### config.mk
export PLATFORM = sky130hd
export DESIGN_NAME = regfile_writeback_arbiter
export DESIGN_NICKNAME = d
export VERILOG_FILES = /design/src/rtl/regfile_writeback_arbiter_pkg.sv /design/src/rtl/regfile_writeback_arbiter_rr_arbiter.sv /design/src/rtl/regfile_writeback_arbiter.sv
export SDC_FILE = /design/constraint.sdc
export NUM_CORES = 1
export LEC_CHECK = 0
export ABC_AREA = 1
export BUFFER_PORTS_ARGS = -buffer_cell sky130_fd_sc_hd__buf_4
export CAP_MARGIN = 5
export CORE_MARGIN = 5
export CORE_UTILIZATION = 46
export CTS_CLUSTER_DIAMETER = 80
export DETAILED_ROUTE_END_ITERATION = 10
export PLACE_DENSITY = 0.81
export RECOVER_POWER = 100
export SLEW_MARGIN = 10
export SYNTH_ARGS = -nofsm -noshare
export SYNTH_HDL_FRONTEND = slang
export SYNTH_HIERARCHICAL = 1
export SYNTH_SLANG_ARGS = --single-unit
export TNS_END_PERCENT = 30
### constraint.sdc
create_clock -name clk -period 2 [get_ports clk]
set_input_delay 0.1 -clock clk [delete_from_list [all_inputs] [get_ports clk]]
set_output_delay 0.1 -clock clk [all_outputs]
set_load 0.01 [all_outputs]
### src/rtl/regfile_writeback_arbiter_pkg.sv
// Shared constants and source numbering for the register-file writeback arbiter.
package regfile_writeback_arbiter_pkg;

    localparam int unsigned REG_IDX_W = 5;
    localparam int unsigned XLEN      = 32;
    localparam int unsigned NREG      = 32;
    localparam int unsigned NSRC      = 3;

    typedef enum logic [1:0] {
        SRC_ALU    = 2'd0,
        SRC_LOAD   = 2'd1,
        SRC_MULDIV = 2'd2
    } src_e;

endpackage

### src/rtl/regfile_writeback_arbiter_rr_arbiter.sv
// Combinational round-robin arbiter: grants the first requester at or above ptr, wrapping.
module regfile_writeback_arbiter_rr_arbiter #(
    parameter int unsigned N  = 3,
    parameter int unsigned IW = (N > 1) ? $clog2(N) : 1
) (
    input  logic [N-1:0]  req,
    input  logic [IW-1:0] ptr,
    output logic [N-1:0]  gnt,
    output logic [IW-1:0] idx,
    output logic          any
);

    logic          hi_found, lo_found;
    logic [IW-1:0] hi_idx, lo_idx;

    // Descending scan so the lowest matching index is the one left standing.
    always_comb begin
        hi_found = 1'b0;
        lo_found = 1'b0;
        hi_idx   = '0;
        lo_idx   = '0;
        for (int i = N - 1; i >= 0; i--) begin
            if (req[i]) begin
                if (IW'(i) >= ptr) begin
                    hi_found = 1'b1;
                    hi_idx   = IW'(i);
                end else begin
                    lo_found = 1'b1;
                    lo_idx   = IW'(i);
                end
            end
        end
    end

    always_comb begin
        any = hi_found | lo_found;
        idx = hi_found ? hi_idx : lo_idx;
        gnt = '0;
        if (any) begin
            gnt[idx] = 1'b1;
        end
    end

endmodule

### src/rtl/regfile_writeback_arbiter.sv
// Sole writer of the integer register file: round-robin result collection, registered
// write port and per-register busy scoreboard.
module regfile_writeback_arbiter
    import regfile_writeback_arbiter_pkg::*;
#(
    parameter int unsigned NSRC = regfile_writeback_arbiter_pkg::NSRC,
    parameter int unsigned XLEN = regfile_writeback_arbiter_pkg::XLEN,
    parameter int unsigned NREG = regfile_writeback_arbiter_pkg::NREG
) (
    input  logic                 clk,
    input  logic                 rst,
    input  logic [NSRC-1:0]      src_valid,
    output logic [NSRC-1:0]      src_ready,
    input  logic [NSRC*$clog2(NREG)-1:0] src_rd,
    input  logic [NSRC*XLEN-1:0] src_data,
    input  logic                 issue_valid,
    input  logic [$clog2(NREG)-1:0] issue_rd,
    output logic [NREG-1:0]      busy,
    output logic                 rf_we,
    output logic [$clog2(NREG)-1:0] rf_rd,
    output logic [XLEN-1:0]      rf_wd
);

    localparam int unsigned RW = $clog2(NREG);
    localparam int unsigned PW = (NSRC > 1) ? $clog2(NSRC) : 1;

    logic [PW-1:0]   rr_ptr_q, rr_ptr_d, gnt_idx;
    logic [NSRC-1:0] gnt;
    logic            gnt_any;
    logic [RW-1:0]   sel_rd;
    logic [XLEN-1:0] sel_wd;
    logic            rf_we_q, rf_we_d;
    logic [RW-1:0]   rf_rd_q;
    logic [XLEN-1:0] rf_wd_q;
    logic [NREG-1:0] busy_q, busy_d;

    regfile_writeback_arbiter_rr_arbiter #(
        .N  (NSRC),
        .IW (PW)
    ) u_rr_arbiter (
        .req (src_valid),
        .ptr (rr_ptr_q),
        .gnt (gnt),
        .idx (gnt_idx),
        .any (gnt_any)
    );

    // The register file never back-pressures, so a grant is an accept.
    assign src_ready = rst ? gnt : '0;

    always_comb begin
        sel_rd = '0;
        sel_wd = '0;
        for (int i = 0; i < NSRC; i++) begin
            if (gnt[i]) begin
                sel_rd = src_rd[i*RW +: RW];
                sel_wd = src_data[i*XLEN +: XLEN];
            end
        end
    end

    always_comb begin
        rr_ptr_d = rr_ptr_q;
        if (gnt_any) begin
            rr_ptr_d = (gnt_idx == PW'(NSRC - 1)) ? '0 : gnt_idx + 1'b1;
        end
        // x0 results are accepted but never written.
        rf_we_d = gnt_any && (sel_rd != '0);
    end

    // Set wins over clear: an issue on the commit edge names a new pending producer.
    always_comb begin
        busy_d = busy_q;
        if (rf_we_q) begin
            busy_d[rf_rd_q] = 1'b0;
        end
        if (issue_valid) begin
            busy_d[issue_rd] = 1'b1;
        end
        busy_d[0] = 1'b0;
    end

    always_ff @(posedge clk or negedge rst) begin
        if (!rst) begin
            rr_ptr_q <= '0;
            rf_we_q  <= 1'b0;
            rf_rd_q  <= '0;
            rf_wd_q  <= '0;
            busy_q   <= '0;
        end else begin
            rr_ptr_q <= rr_ptr_d;
            rf_we_q  <= rf_we_d;
            busy_q   <= busy_d;
            if (gnt_any) begin
                rf_rd_q <= sel_rd;
                rf_wd_q <= sel_wd;
            end
        end
    end

    assign rf_we = rf_we_q;
    assign rf_rd = rf_rd_q;
    assign rf_wd = rf_wd_q;
    assign busy  = busy_q;

endmodule

==> impl_results.md, run 1 <==
- I/O pin cnt: between 150 and 200
- Min Tclk post-route: between 1500 and 2000 ps
- Cell depth of the worst hold path: 3
- Final Non-Filler Cells: 773
- Sequential area share after synthesis: between 40% and 50%
- Initial DRC count: 180
- Final WL: 12.7 mm
- Worst reg2reg path startpoint: rr_ptr_q[1]
- Via density per instance: around 5.4
- Status: finished, final reports clean
- Mapped cell area: 0.00379 mm²
- Die X: 101 µm
- CP arrival: 2210 ps
- Power Total: roughly 0.0076 W
- Largest delay share family, worst path: simple AND/OR/NAND/NOR gates
- Type of origin of the critical path: flop
- Crit path buf inv count: 3
- Hold Crit Class: in -> reg
- Final setup violation count: 0
- First-pass iteration count of the detailed router: 4
- Clock-pin slew on the worst setup and hold paths: 80 ps
- Filler Cells Inserted: roughly 750
- Fmax: approximately 0.5 GHz
- CP peak stage delay: approximately 470 ps
- Clk root buf: clkbuf_8
- Synthesized area per cell: 8.13 µm²
- Placed cell count: between 700 and 800
- Critical path origin: rr_ptr_q[1]
- Worst Hold Path EP: rf_wd[0]
- CTS tree: done
- Clk Latency, worst-skew pair: ~340 ps
- RSZ-0062 raised after global routing: true
- Yosys cell types: 22
- Min-delay src: src_data[64]
- H-tree depth: 3
- GR Overflow Total: 0
- Die area: 0.0101 mm²
- Worst-Margin Slew: around 1200 ps
- Reg-to-Reg End: rf_wd[24]
- Std cell rows: 33
- FF+latch count, synth: a little over 70
- Flop-to-flop setup slack: between 30 and 40 ps
- Port bufs: 193
- Worst path required time: approximately 2200 ps
- Slew margin rel.: a little over a fifth
- Syn-to-layout area delta: 41.9%
- Diodes inserted: 0
- Pin count of the biggest net entering global routing: 55
- CP max-delay cell: dfrtp_2
- Syn Inst Count: ~470
- Max-slew violations: 0
- CTS buffer count: 9
- First-pass GRT wire length: 19.6 mm
- Yosys Warn Count: 6
- Initial antenna violation count: 0
- TritonCTS Sinks: a little over 70
- Antenna Nets Post-Route: 0
- Peak supply drop: just under 0.6 mV
- Deepest clock path buffer count: 2
- Pre-CTS setup slack: around 100 ps
- Worst-path fanout max: 7
- Post-route DRC: 0
- Die Y-Extent: 101 µm
- PwrDens: about 1400 mW/mm²
- Max-cap check violation count: 0
- Vias in the first global route: 4235
- Leakage power total: 2.55 nW
- Final worst path period share: between 90% and 100%
- Crit-path cells: nor2_1, a21oi_1, nand2_2, nand2_1, nor2_2, inv_2, nor2_4, buf_8, buf_4, a21oi_1, o31ai_2
- Share of layout cells above drive strength 1: 30.8%
- WP depth: 11
- Initial Utilization: between 40% and 50%
- Final setup skew: between 6 and 7 ps
- Setup WS post-layout: around 32 ps
- Worst Reg-to-Reg Cells: 11
- Crit end category: flop
- Nets: between 700 and 800
- Core area: 0.00813 mm²
- Setup Crit Path Kind: reg -> reg
- Overall Global Routing Usage: about a quarter
- Count of final hold-check violations: 0
- RePlAce Congestion: around 0.96
- Most used cell, CP: a21oi_1
- WL/cell: between 15 and 20 µm
- Mapped Nets: approximately 590
- DR vias: 4181
- Hpwl dp: 9.67 mm
worst min-delay path, stage by stage:
cell and delay, ps:
buf_4 110, nor2_1 90, o31ai_1 80
layout by cell type (no fill, tap or decap), types with 3 or more instances in the layout:
cell type,n
a21oi_1,39
buf_4,134
dfrtp_1,70
inv_1,20
o21ai_0,69
nand3_1,27
or2_2,6
inv_2,3
nand2_2,10
clkbuf_8,9
o31ai_1,4
nand2_1,122
o31ai_2,28
buf_12,3
nor2_1,36
clkbuf_1,70
power breakdown:
group / total, W / switching, W / internal [W]
Clock: 0.00124 / 0.000545 / 0.000693
Sequential: 0.00264 / 0.000499 / 0.00214
Combinational: 0.00371 / 0.00228 / 0.00143
registers in the layout, summed over array words and instances (netlist names):
| signal | count |
|---|---|
| busy | 31 |
| rf_rd | 5 |
| rf_wd | 32 |
| rf_we | 1 |
| rr_ptr_q | 2 |
worst max path at each step:
stage	endpoint	slack, ps
floorplan	rf_wd[11]	270
global placement	rf_wd[0]	250
detailed placement	rf_wd[31]	100
CTS	rf_wd[12]	70
global route	rf_wd[24]	-80
finish	rf_wd[24]	30
logic make-up after synthesis:
logic type             share of synthesized area [%]
other                                         0.0990
flip-flops                                      46.9
AO/OA/AOI/OAI                                   24.3
AND/OR/NAND/NOR                                 22.6
buffers and inverters                           6.05
layer usage:
| metal | wire length (µm) | GRT usage, % | up-vias |
|---|---|---|---|
| met1 | 4660 | 28.3 | 1966 |
| met5 | 0 | 0 | - |
| met3 | 1310 | 7.47 | 33 |
| li1 | - | - | 1959 |
| met2 | 6340 | 41.6 | 223 |
| met4 | 364 | 9.64 | 0 |
timing repair:
item,4_1_cts,5_1_grt
hold buffers,1,0
hold endpoints to repair,22,0
buffers inserted,0,4
resized for setup,1,16
pin swaps,0,8
endpoints found under the setup margin,1,32
through the flow:
stage	cell area [µm²]	TNS (ps)	utilization, %	hold WS (ps)
global route	5370	-672	66.1	76.5
detailed placement	5340	0	65.7	29.7
global placement	5340	0	65.7	29.8
finish	5370	0	66.1	76.2
floorplan	3790	0	-	-196
CTS	5560	0	68.4	70.4
area by class of cell:
type                    instances  area (µm²)  area share (%)
flip-flops and latches         71        1780            33.1
clock inverters                 6        86.3            1.61
repair buffers                210        1360            25.3
inverters                      23        86.3            1.61
multi-input cells             349        1810            33.7
well taps                     105         131            2.44
clock buffers                   9         124            2.31
Yosys cell counts, drive strengths merged:
cell / instances / area (µm²)
or2: 6 / 37.5
dfrtp: 71 / 1780
nor2: 40 / 160
nand3: 27 / 135
conb: 1 / 3.75
clkinv: 1 / 3.75
a21oi: 39 / 195
o21ai: 69 / 345
nand3b: 2 / 15.0
o31ai: 32 / 380
clkbuf: 8 / 30.0
inv: 22 / 82.6
buf: 15 / 113
nand4: 1 / 6.26
nand2: 132 / 503
Note: power is estimated with default switching activity, not from simulation.
==> run 2: changes to the inputs <==
Settings changed: CTS_BUF_LIST set to sky130_fd_sc_hd__clkbuf_8, SETUP_SLACK_MARGIN set to 0.4.
==> run 2 against run 1 <==
Via count fell by 1.6%; non-clock buffer count increased by 1; sequential power is essentially flat; flip-flop and latch count stayed put; register-to-register slack gained 98 ps; power grew 1.6%; sequential share of layout area down 0.37 points; clock skew is 0.62 ps lower; critical endpoint is now rf_wd[30]; largest power group unchanged; highest routed layer unchanged.
==> impl_results.md, run 2 (synthesized netlist as in run 1, its figures left out) <==
- Die area: 0.0101 mm² (unchanged)
- Most common cell after layout, fill and taps aside: buf_4 (unchanged)
- TritonCTS Sinks: 71 (unchanged)
- Clk Latency, worst-skew pair: 330 ps (was 340 ps)
- Overall Global Routing Usage: 25.4% (was 24.3%)
- Max-slew violations: 0 (unchanged)
- Final WL: 13.1 mm (was 12.7 mm)
- Count of final hold-check violations: 0 (unchanged)
- Final Non-Filler Cells: 774 (was 773)
- Max-cap check violation count: 0 (unchanged)
- Leakage power total: 2.58 nW (was 2.55 nW)
- PwrDens: 1420 mW/mm² (was 1410 mW/mm²)
- Diodes inserted: 0 (unchanged)
- Setup Crit Path Kind: reg -> reg (unchanged)
- Via density per instance: 5.32 (was 5.41)
- Initial antenna violation count: 0 (unchanged)
- First-pass iteration count of the detailed router: 5 (was 4)
- Std cell rows: 33 (unchanged)
- Die X: 101 µm (unchanged)
- Syn-to-layout area delta: 43.6% (was 41.9%)
- I/O pin cnt: 195 (unchanged)
- Pin count of the biggest net entering global routing: 76 (was 55)
- Nets: 787 (was 786)
- H-tree depth: 3 (unchanged)
- Hold Crit Class: in -> reg (unchanged)
- First-pass GRT wire length: 20.2 mm (was 19.6 mm)
- Clk root buf: clkbuf_8 (unchanged)
- RSZ-0062 raised after global routing: true (unchanged)
- Core area: 0.00813 mm² (unchanged)
- DR vias: 4116 (was 4181)
- Slew margin rel.: 48.4% (was 21.5%)
- Setup TNS: 0 ps (unchanged)
- Worst-path fanout max: 7 (unchanged)
- Type of origin of the critical path: flop (unchanged)
- Deepest clock path buffer count: 2 (unchanged)
- Final setup skew: 5.81 ps (was 6.43 ps)
- Worst path required time: 2240 ps (about the same)
- Post-route DRC: 0 (unchanged)
- Status: finished, final reports clean (unchanged)
- Most frequent cells in the layout: buf_4 (129), nand2_1 (121), clkbuf_1 (70), dfrtp_1 (69), o21ai_0 (68) (was buf_4 (134), nand2_1 (122), dfrtp_1 (70), clkbuf_1 (70), o21ai_0 (69))
- Vias in the first global route: 4214 (was 4235)
- Power Total: 0.00772 W (was 0.00759 W)
- Share of layout cells above drive strength 1: 31.7% (was 30.8%)
- Antenna Nets Post-Route: 0 (unchanged)
- Placed cell count: 750 (was 753)
- Crit end category: flop (unchanged)
- Worst-Margin Slew: 774 ps (was 1180 ps)
- Initial DRC count: 226 (was 180)
- CTS tree: done (unchanged)
- CP arrival: 2110 ps (was 2210 ps)
- Hpwl dp: 9.71 mm (was 9.67 mm)
- Peak supply drop: 0.732 mV (was 0.594 mV)
- Final worst path period share: 93.5% (was 98.4%)
- Die Y-Extent: 101 µm (unchanged)
- Worst hold margin: 75.7 ps (was 76.2 ps)
- Max FFs per register: 32 (unchanged)
- RePlAce Congestion: 1.00 (was 0.960)
- Port bufs: 193 (unchanged)
- Min Tclk post-route: 1870 ps (was 1970 ps)
- WL/cell: 16.9 µm (was 16.4 µm)
- Initial Utilization: 46.6% (unchanged)
- Fmax: 0.535 GHz (was 0.508 GHz)
- Clock-pin slew on the worst setup and hold paths: 70 ps (was 80 ps)
- Final setup violation count: 0 (unchanged)
- GR Overflow Total: 0 (unchanged)
- CTS buffer count: 9 (unchanged)
## run 2: path summary, 6_finish.rpt
kind                         startpoint           to  slack (ps)  cells past startpoint
hold reg to reg               rf_wd[12]    rf_wd[12]         490                      2
max in group asynchronous           rst  rr_ptr_q[0]         400                      3
min in group asynchronous           rst    rf_wd[24]         400                      2
setup / recovery            rr_ptr_q[1]    rf_wd[30]         130                     13
hold / removal             src_data[66]     rf_wd[2]          80                      3
setup reg to reg            rr_ptr_q[1]    rf_wd[30]         130                     13
## run 2: layout make-up
type	instances	area (µm²)
sequential	71	1780
clock inverter	4	46.3
multi-input combinational	349	1840
tap	105	131
clock buffer	11	151
inverter	23	86.3
timing repair buffer	211	1410
fill	722	2700
## run 2: metal layers
layer	GRT usage [%]	part of all wire, %	vias to the layer above
met5	0	0	-
li1	-	-	1965
met3	7.82	10	26
met1	28.0	35	1927
met2	45.4	52	198
met4	9.64	2.5	0
## run 2: worst max-delay path: stages, from the launching register on
cell and delay, ps:
dfrtp_2 470, nand2_2 100, nand2_2 90, nand2_4 90
nand2_2 70, inv_2 70, nand2_4 50, nor2_4 90
inv_2 50, nor2_4 130, buf_12 130, clkbuf_2 160
a21oi_1 90, o31ai_2 180
## run 2: power breakdown
| part | switching [W] | leakage [nW] | internal, W | total, W |
|---|---|---|---|---|
| combinational | 0.00234 | 1.64 | 0.00156 | 0.00390 |
| clock | 0.000515 | 0.103 | 0.000631 | 0.00115 |
| sequential | 0.000517 | 0.835 | 0.00215 | 0.00267 |
| total | 0.00338 | 2.58 | 0.00434 | 0.00772 |
## run 2: repair_timing
| item | 4_1_cts | 5_1_grt |
|---|---|---|
| pin swaps | 3 | 3 |
| endpoints found under the setup margin | 41 | 43 |
| endpoints found under the hold margin | 26 | 0 |
| buffers inserted | 4 | 1 |
| gates cloned | 2 | 1 |
| resized for setup | 19 | 12 |
| hold buffers | 1 | 0 |
## run 2: metrics by stage
step                worst slack [ps]  utilization, %  cell area (µm²)
detailed placement               119            65.6             5330
finish                           130            66.9             5440
floorplan                        350               -             3790
CTS                              179            69.6             5660
global placement                 191            65.6             5330
global route                    21.7            66.9             5440
